==> config.mk <==
export PLATFORM = sky130hd
export DESIGN_NAME = instruction_fetch
export DESIGN_NICKNAME = d
export VERILOG_FILES = /design/src/rtl/instruction_fetch.sv
export SDC_FILE = /design/constraint.sdc
export NUM_CORES = 1
export LEC_CHECK = 0
export ABC_AREA = 1
export BUFFER_PORTS_ARGS = -buffer_cell sky130_fd_sc_hd__buf_2
export CAP_MARGIN = 20
export CORE_ASPECT_RATIO = 0.75
export CORE_MARGIN = 2
export CORE_UTILIZATION = 52
export DETAILED_ROUTE_END_ITERATION = 10
export PLACE_DENSITY = 0.87
export SLEW_MARGIN = 40
export SYNTH_ARGS = -nofsm -noshare
export SYNTH_HDL_FRONTEND = slang
export SYNTH_SLANG_ARGS = --single-unit
==> constraint.sdc <==
create_clock -name clk -period 2 [get_ports clk]
set_input_delay 0.2 -clock clk [delete_from_list [all_inputs] [get_ports clk]]
set_output_delay 0.2 -clock clk [all_outputs]
set_load 0.01 [all_outputs]
==> src/rtl/instruction_fetch.sv <==
// instruction_fetch: PC sequencer handing fetched words to decode with valid/ready; define FETCH_BOUND_CHECK_EN for the out-of-range FAULT state
module instruction_fetch #(
  parameter logic [31:0] RESET_PC  = 32'd0,
  parameter int          MEM_DEPTH = 64
) (
  input  logic        clk,
  input  logic        reset,
  output logic [31:0] address,
  input  logic [31:0] instruction,
  input  logic        redirect,
  input  logic [31:0] redirect_target,
  input  logic        id_ready,
  output logic        if_valid,
  output logic [31:0] if_instr,
  output logic [31:0] if_pc,
  output logic [31:0] fetch_count,
  output logic        fetch_fault
);
`ifdef FETCH_BOUND_CHECK_EN
  typedef enum logic [1:0] {BOOT, RUN, FAULT} state_e;
`else
  typedef enum logic {BOOT, RUN} state_e;
`endif
  state_e      state_q, state_d;
  logic [31:0] pc_q, pc_d, instr_q, instr_d, ifpc_q, ifpc_d, cnt_q, cnt_d;
  logic        valid_q, valid_d, advance;
  assign address     = pc_q;
  assign if_valid    = valid_q;
  assign if_instr    = instr_q;
  assign if_pc       = ifpc_q;
  assign fetch_count = cnt_q;
  assign advance     = !valid_q || id_ready;
`ifdef FETCH_BOUND_CHECK_EN
  logic fault_q, fault_d, oob, redirect_ok;
  assign fetch_fault = fault_q;
  assign oob         = pc_q >= 32'(MEM_DEPTH);
  assign redirect_ok = state_q != FAULT || redirect_target < 32'(MEM_DEPTH);
`else
  assign fetch_fault = 1'b0 & (pc_q >= 32'(MEM_DEPTH));
`endif
  // state register; reset overrides everything
  always_ff @(posedge clk) begin
    if (reset) begin
      state_q <= BOOT;
      pc_q    <= RESET_PC;
      valid_q <= 1'b0;
      instr_q <= '0;
      ifpc_q  <= '0;
      cnt_q   <= '0;
`ifdef FETCH_BOUND_CHECK_EN
      fault_q <= 1'b0;
`endif
    end else begin
      state_q <= state_d;
      pc_q    <= pc_d;
      valid_q <= valid_d;
      instr_q <= instr_d;
      ifpc_q  <= ifpc_d;
      cnt_q   <= cnt_d;
`ifdef FETCH_BOUND_CHECK_EN
      fault_q <= fault_d;
`endif
    end
  end
  // next state: redirect squashes, otherwise boot delay, sequential fetch or stall
  always_comb begin
    state_d = state_q;
    pc_d    = pc_q;
    valid_d = valid_q;
    instr_d = instr_q;
    ifpc_d  = ifpc_q;
    cnt_d   = cnt_q + {31'd0, valid_q & id_ready};
`ifdef FETCH_BOUND_CHECK_EN
    fault_d = fault_q;
    if (redirect) begin
      if (redirect_ok) begin
        pc_d    = redirect_target;
        valid_d = 1'b0;
        state_d = RUN;
        fault_d = 1'b0;
      end
    end else
`else
    if (redirect) begin
      pc_d    = redirect_target;
      valid_d = 1'b0;
      state_d = RUN;
    end else
`endif
    if (state_q == BOOT) state_d = RUN;
    else if (state_q == RUN && advance) begin
`ifdef FETCH_BOUND_CHECK_EN
      if (oob) begin
        state_d = FAULT;
        valid_d = 1'b0;
        fault_d = 1'b1;
      end else
`endif
      begin
        instr_d = instruction;
        ifpc_d  = pc_q;
        valid_d = 1'b1;
        pc_d    = pc_q + 32'd1;
      end
    end
  end
endmodule

# After elaboration in Yosys (flattened, before gate mapping)

Index checks and enable logic that the tools add are counted.

Flip-flop bits (word level): 130
Bits of input ports: 68
Output and inout port bits: 130
Logic and storage cells: 23

Add/subtract/negate cells: 2
Muxes and demuxes: 4
Bitwise operators: 2
Reductions and logical operators: 9

Operators with widths:

| kind                    | count |
|---|---|
| $mux W32                | 3 |
| $add A32 B1 Y32         | 1 |
| $add A32 B1 Y32 const B | 1 |
| $reduce_and A2 Y1       | 2 |
| $reduce_bool A2 Y1      | 2 |
| $reduce_and A3 Y1       | 1 |
| $reduce_or A2 Y1        | 1 |
| $and A1 B1 Y1           | 1 |
| $logic_and A1 B1 Y1     | 1 |
| $logic_not A1 Y1        | 1 |
| $logic_or A1 B1 Y1      | 1 |
| $mux W1                 | 1 |
| $not A1 Y1              | 1 |

# Longest topological paths before layout

Depth in word-level cells: 6
Depth in mapped cells: 11

# Least setup slack after synthesis

Ideal clock, no wire load.

Path type: register to register
From: register valid_q, in the netlist if_valid
To: register cnt_q[20], in the netlist fetch_count[20]
Setup time: 117 ps
Data arrival time: 1,699 ps
Slack: 184 ps
Stages on the path, launching flop included: 12
Path buffers: 0
Period minus slack after synthesis: 1,816 ps
Path through: dfxtp_1 > nand2_1 > inv_1 > ha_1 > ha_1 > nand2_1 > nor3_2 > nand2_2 > nor2_2 > nand3_1 > o21ai_0 > nor2_1

Cells in the longest elaborated chain, start to end: 2

RTL lines:

| what                   | line | RTL |
|---|---|---|
| from (decl)            | 26   | `logic valid_q, valid_d, advance;` |
| from (signal assigned) | 56   | `valid_q <= valid_d;` |
| $and A1 B1 Y1          | 72   | `cnt_d = cnt_q + {31'd0, valid_q & id_ready};` |
| $add A32 B1 Y32        | 72   |  |
| to (signal assigned)   | 59   | `cnt_q <= cnt_d;` |
| to (decl)              | 25   | `logic [31:0] pc_q, pc_d, instr_q, instr_d, ifpc_q, ifpc_d, cnt_q, cnt_d;` |

Every way passes these cells.
A chain may end at the register's enable or synchronous reset.

# Worst setup path after layout

From: register valid_q, in the netlist if_valid
To: register cnt_q[18], in the netlist fetch_count[18]

The elaborated chain is that of the path after synthesis.

==> key figures <==
Clocking
  – Inserted Clock Buffers: 17
  – CTS Sinks: 130
  – CTS H-tree depth: 4
  – CTS clock-pin slew for the worst setup and hold paths: around 60 ps
  – Clock latency on the worst-skew pair: between 400 and 500 ps
  – CTS Buffer Depth: 2
  – Hold buffers post-CTS: 0
  – Root Buffer: clkbuf_16
  – CTS tree: done

Place
  – Placer Congestion: 0.954
  – Final HPWL from detailed placement: approximately 13 mm
  – Cell Area, Placed: 7500 um2
  – Port buffer count: 196

Floorplan
  – Die W: around 130 um
  – Initial core utilization: approximately 54%
  – Die area: roughly 13000 um2
  – Core area: 11700 um2
  – Top-level I/O count: approximately 200
  – Die Y: ~100 um
  – Cell Rows: 34

Setup path
  – Max incr delay on CP: 320 ps
  – CP bufs+invs: 1
  – Crit path max-delay family: simple AND/OR/NAND/NOR gates
  – Critical path cell sequence: nand2_1, inv_1, ha_4, ha_2, nand2_2, nor3_4, nand2_4, nor2_4, nand2_1, nor2_1, nor3b_2
  – Worst r2r path cells: 11
  – CP endpoint kind: flop
  – Critical path startpoint category: flop
  – Worst Path Arrival: about 2200 ps
  – Worst path slowest cell: dfxtp_1
  – R2R Setup Slk: between 100 and 150 ps
  – Critical path class: flop to flop
  – Crit-path max FO: 5
  – Critical Path Most Common Cell: nand2_1
  – Req. time, crit path: 2290 ps
  – Reg-to-Reg End: fetch_count[18]
  – Worst R2R Start: if_valid

Hold path
  – Hold Path End: if_instr[5]
  – Hold Crit Start: instruction[5]
  – Hold depth: 3
  – Type of the most critical hold path: primary input to flop

GRT
  – First-pass GRT wire length: between 30 and 40 mm
  – GR Overflow Total: 0
  – Initial antenna violation count: 0
  – Total track usage: 28.9%
  – Vias in the first global route: roughly 6300
  – Largest net degree at the start of global routing: 89

Logic synthesis
  – Area leader, netlist: dfxtp_1
  – Mapped Area: 6350 um2
  – Yosys warns: 0
  – Count of cell types in the netlist: 38
  – Yosys reg bits: 130
  – Count leader, synth: nand2_1
  – Post-synth ARST share: 0%
  – Mean Syn Cell Area: ~6.7 um2
  – Top cells by count, synth: nand2_1 (278), dfxtp_1 (130), inv_1 (113)
  – Number of flops mapped to enable cells by yosys: 0
  – Area contributors post-synth: dfxtp_1 (41%), nand2_1 (16%), inv_1 (6.7%)
  – Area share of the largest cell type after synthesis: approximately two fifths
  – Register area share after synthesis: 41.0%
  – Syn Inst Count: 951
  – Synthesized net count: just over 1000
  – Prevailing post-synth register cell: dfxtp_1

Power and ir drop
  – Clock power share: ~50%
  – Reg power frac: about two fifths
  – Leakage power total: 3.73 nW
  – VDD IR max: about 710 uV
  – Power Internal: 5.13 mW
  – Comb power frac: 9.3%
  – Sw Ratio: between 20% and 30%
  – Switch Pwr: 1.67 mW
  – Pwr per Cell Area: 831 nW/um2
  – Final Power: between 6 and 7 mW

Drt
  – Residual DRC: 0
  – Antenna viol nets, final: 0
  – Routed wire length: roughly 19 mm
  – Pre-antenna DRT Iters: 5
  – WL per Instance: approximately 15 um
  – DR iter-0 viols: 673
  – Vias/cell: 5.35
  – DR vias: around 7100

STA
  – Fmax: 533 MHz
  – Max Transition Viols Final: 0
  – Period utilization: a little over nine tenths
  – Final hold vios: 0
  – Finish-stage setup viols: 0
  – Setup total negative slack: 0 ps
  – Post-layout min period: approximately 1900 ps
  – Clk_skew: around 10 ps

Finish
  – Final instance area: between 8000 and 9000 um2
  – Share of layout cells above drive strength 1: roughly a quarter
  – # diodes: 0
  – Area grow syn2layout: 28.9%
  – Nets: between 1000 and 1500
  – Post-layout util: a little over two thirds

Flow run
  – Max-Cap Viols: 0

Status
  – Status: complete, no violations
==> sequential cells by signal, summed over array words and instances, names as in the netlist <==
register     count
if_valid         1
fetch_count     32
address         32
state_q          1
if_instr        32
if_pc           32
==> metrics by stage <==
stage	std cells	worst slack, ps	hold slack, ps
5_1_grt	1319	-21.7	28.3
3_5_place_dp	1287	45.9	454
4_1_cts	1319	8.64	10.1
6_report	1319	124	20.7
2_1_floorplan	951	184	343
3_3_place_gp	1287	158	448
==> worst max path at each step <==
stage          startpoint         endpoint  slack (ps)  cells past startpoint
5_1_grt          if_valid  fetch_count[20]         -20                     11
3_3_place_gp     if_valid  fetch_count[20]         160                     11
3_5_place_dp     if_valid  fetch_count[20]          50                     11
4_1_cts          if_valid  fetch_count[20]           9                     11
2_1_floorplan    if_valid  fetch_count[20]         180                     11
6_report         if_valid  fetch_count[18]         120                     11
==> final cells by class <==
cell class,instances,area [um2]
clock buffers,20,467
clock inverters,12,180
multi-input cells,665,3160
well taps,162,203
fillers,997,3560
inverters,118,443
flip-flops and latches,130,2600
repair buffers,212,1130
==> kinds of logic (layout without fill, tap and decap cells) <==
kind of cell / after synthesis / count (layout) / share of synthesized area (%)
compound gates: 158 / 158 / 13.8
xor+xnor: 5 / 5 / 0.690
flops: 130 / 130 / 41.0
buf+inv: 156 / 362 / 9.85
fa+ha+maj: 4 / 4 / 0.788
simple gates: 497 / 497 / 33.9
other cells: 1 / 1 / 0.0591
==> layout by cell type, fill, tap and decap left out, drive strengths merged <==
master,n
inv,116
nand3b,8
conb,1
nor3,26
clkbuf,20
dfxtp,130
a221oi,1
xor2,5
o21a,3
or2,1
o211a,4
buf,212
a21oi,84
nand3,59
nor2,107
o21ai,45
clkinvlp,2
o211ai,9
nand4,10
nand2,284
o21bai,1
clkinv,8
a211oi,7
and3,1
a31oi,4
ha,4
bufinv,4
nor3b,1
==> power groups by stage <==
stage          clock network [mW]  registers (mW)  logic, mW
2_1_floorplan                   0            2.87      0.311
4_1_cts                      3.40            2.78      0.629
3_5_place_dp                    0            2.84      0.624
3_3_place_gp                    0            2.83      0.613
5_1_grt                      3.52            2.80      0.696
6_report                     3.38            2.79      0.634
==> timing repair <==
action                     in CTS  in global routing
setup endpoints to repair       0                  7
buffers inserted                0                  0
gates resized for setup         0                 10
==> per-layer routing <==
| metal | GRT usage [%] | share of wire [%] |
|---|---|---|
| met1 | 40.5 | 43 |
| met2 | 43.4 | 43 |
| met3 | 7.24 | 12 |
| met4 | 10.2 | 1.9 |
| met5 | 0 | 0 |
==> worst min-delay path, delay by kind of cell <==
| kind | cells | cell delay (ps) |
|---|---|---|
| AOI/OAI and AO/OA | 1 | 50 |
| buffers and inverters | 1 | 90 |
| and+or+nand+nor | 1 | 50 |
Power figures use the tool's default switching activity.
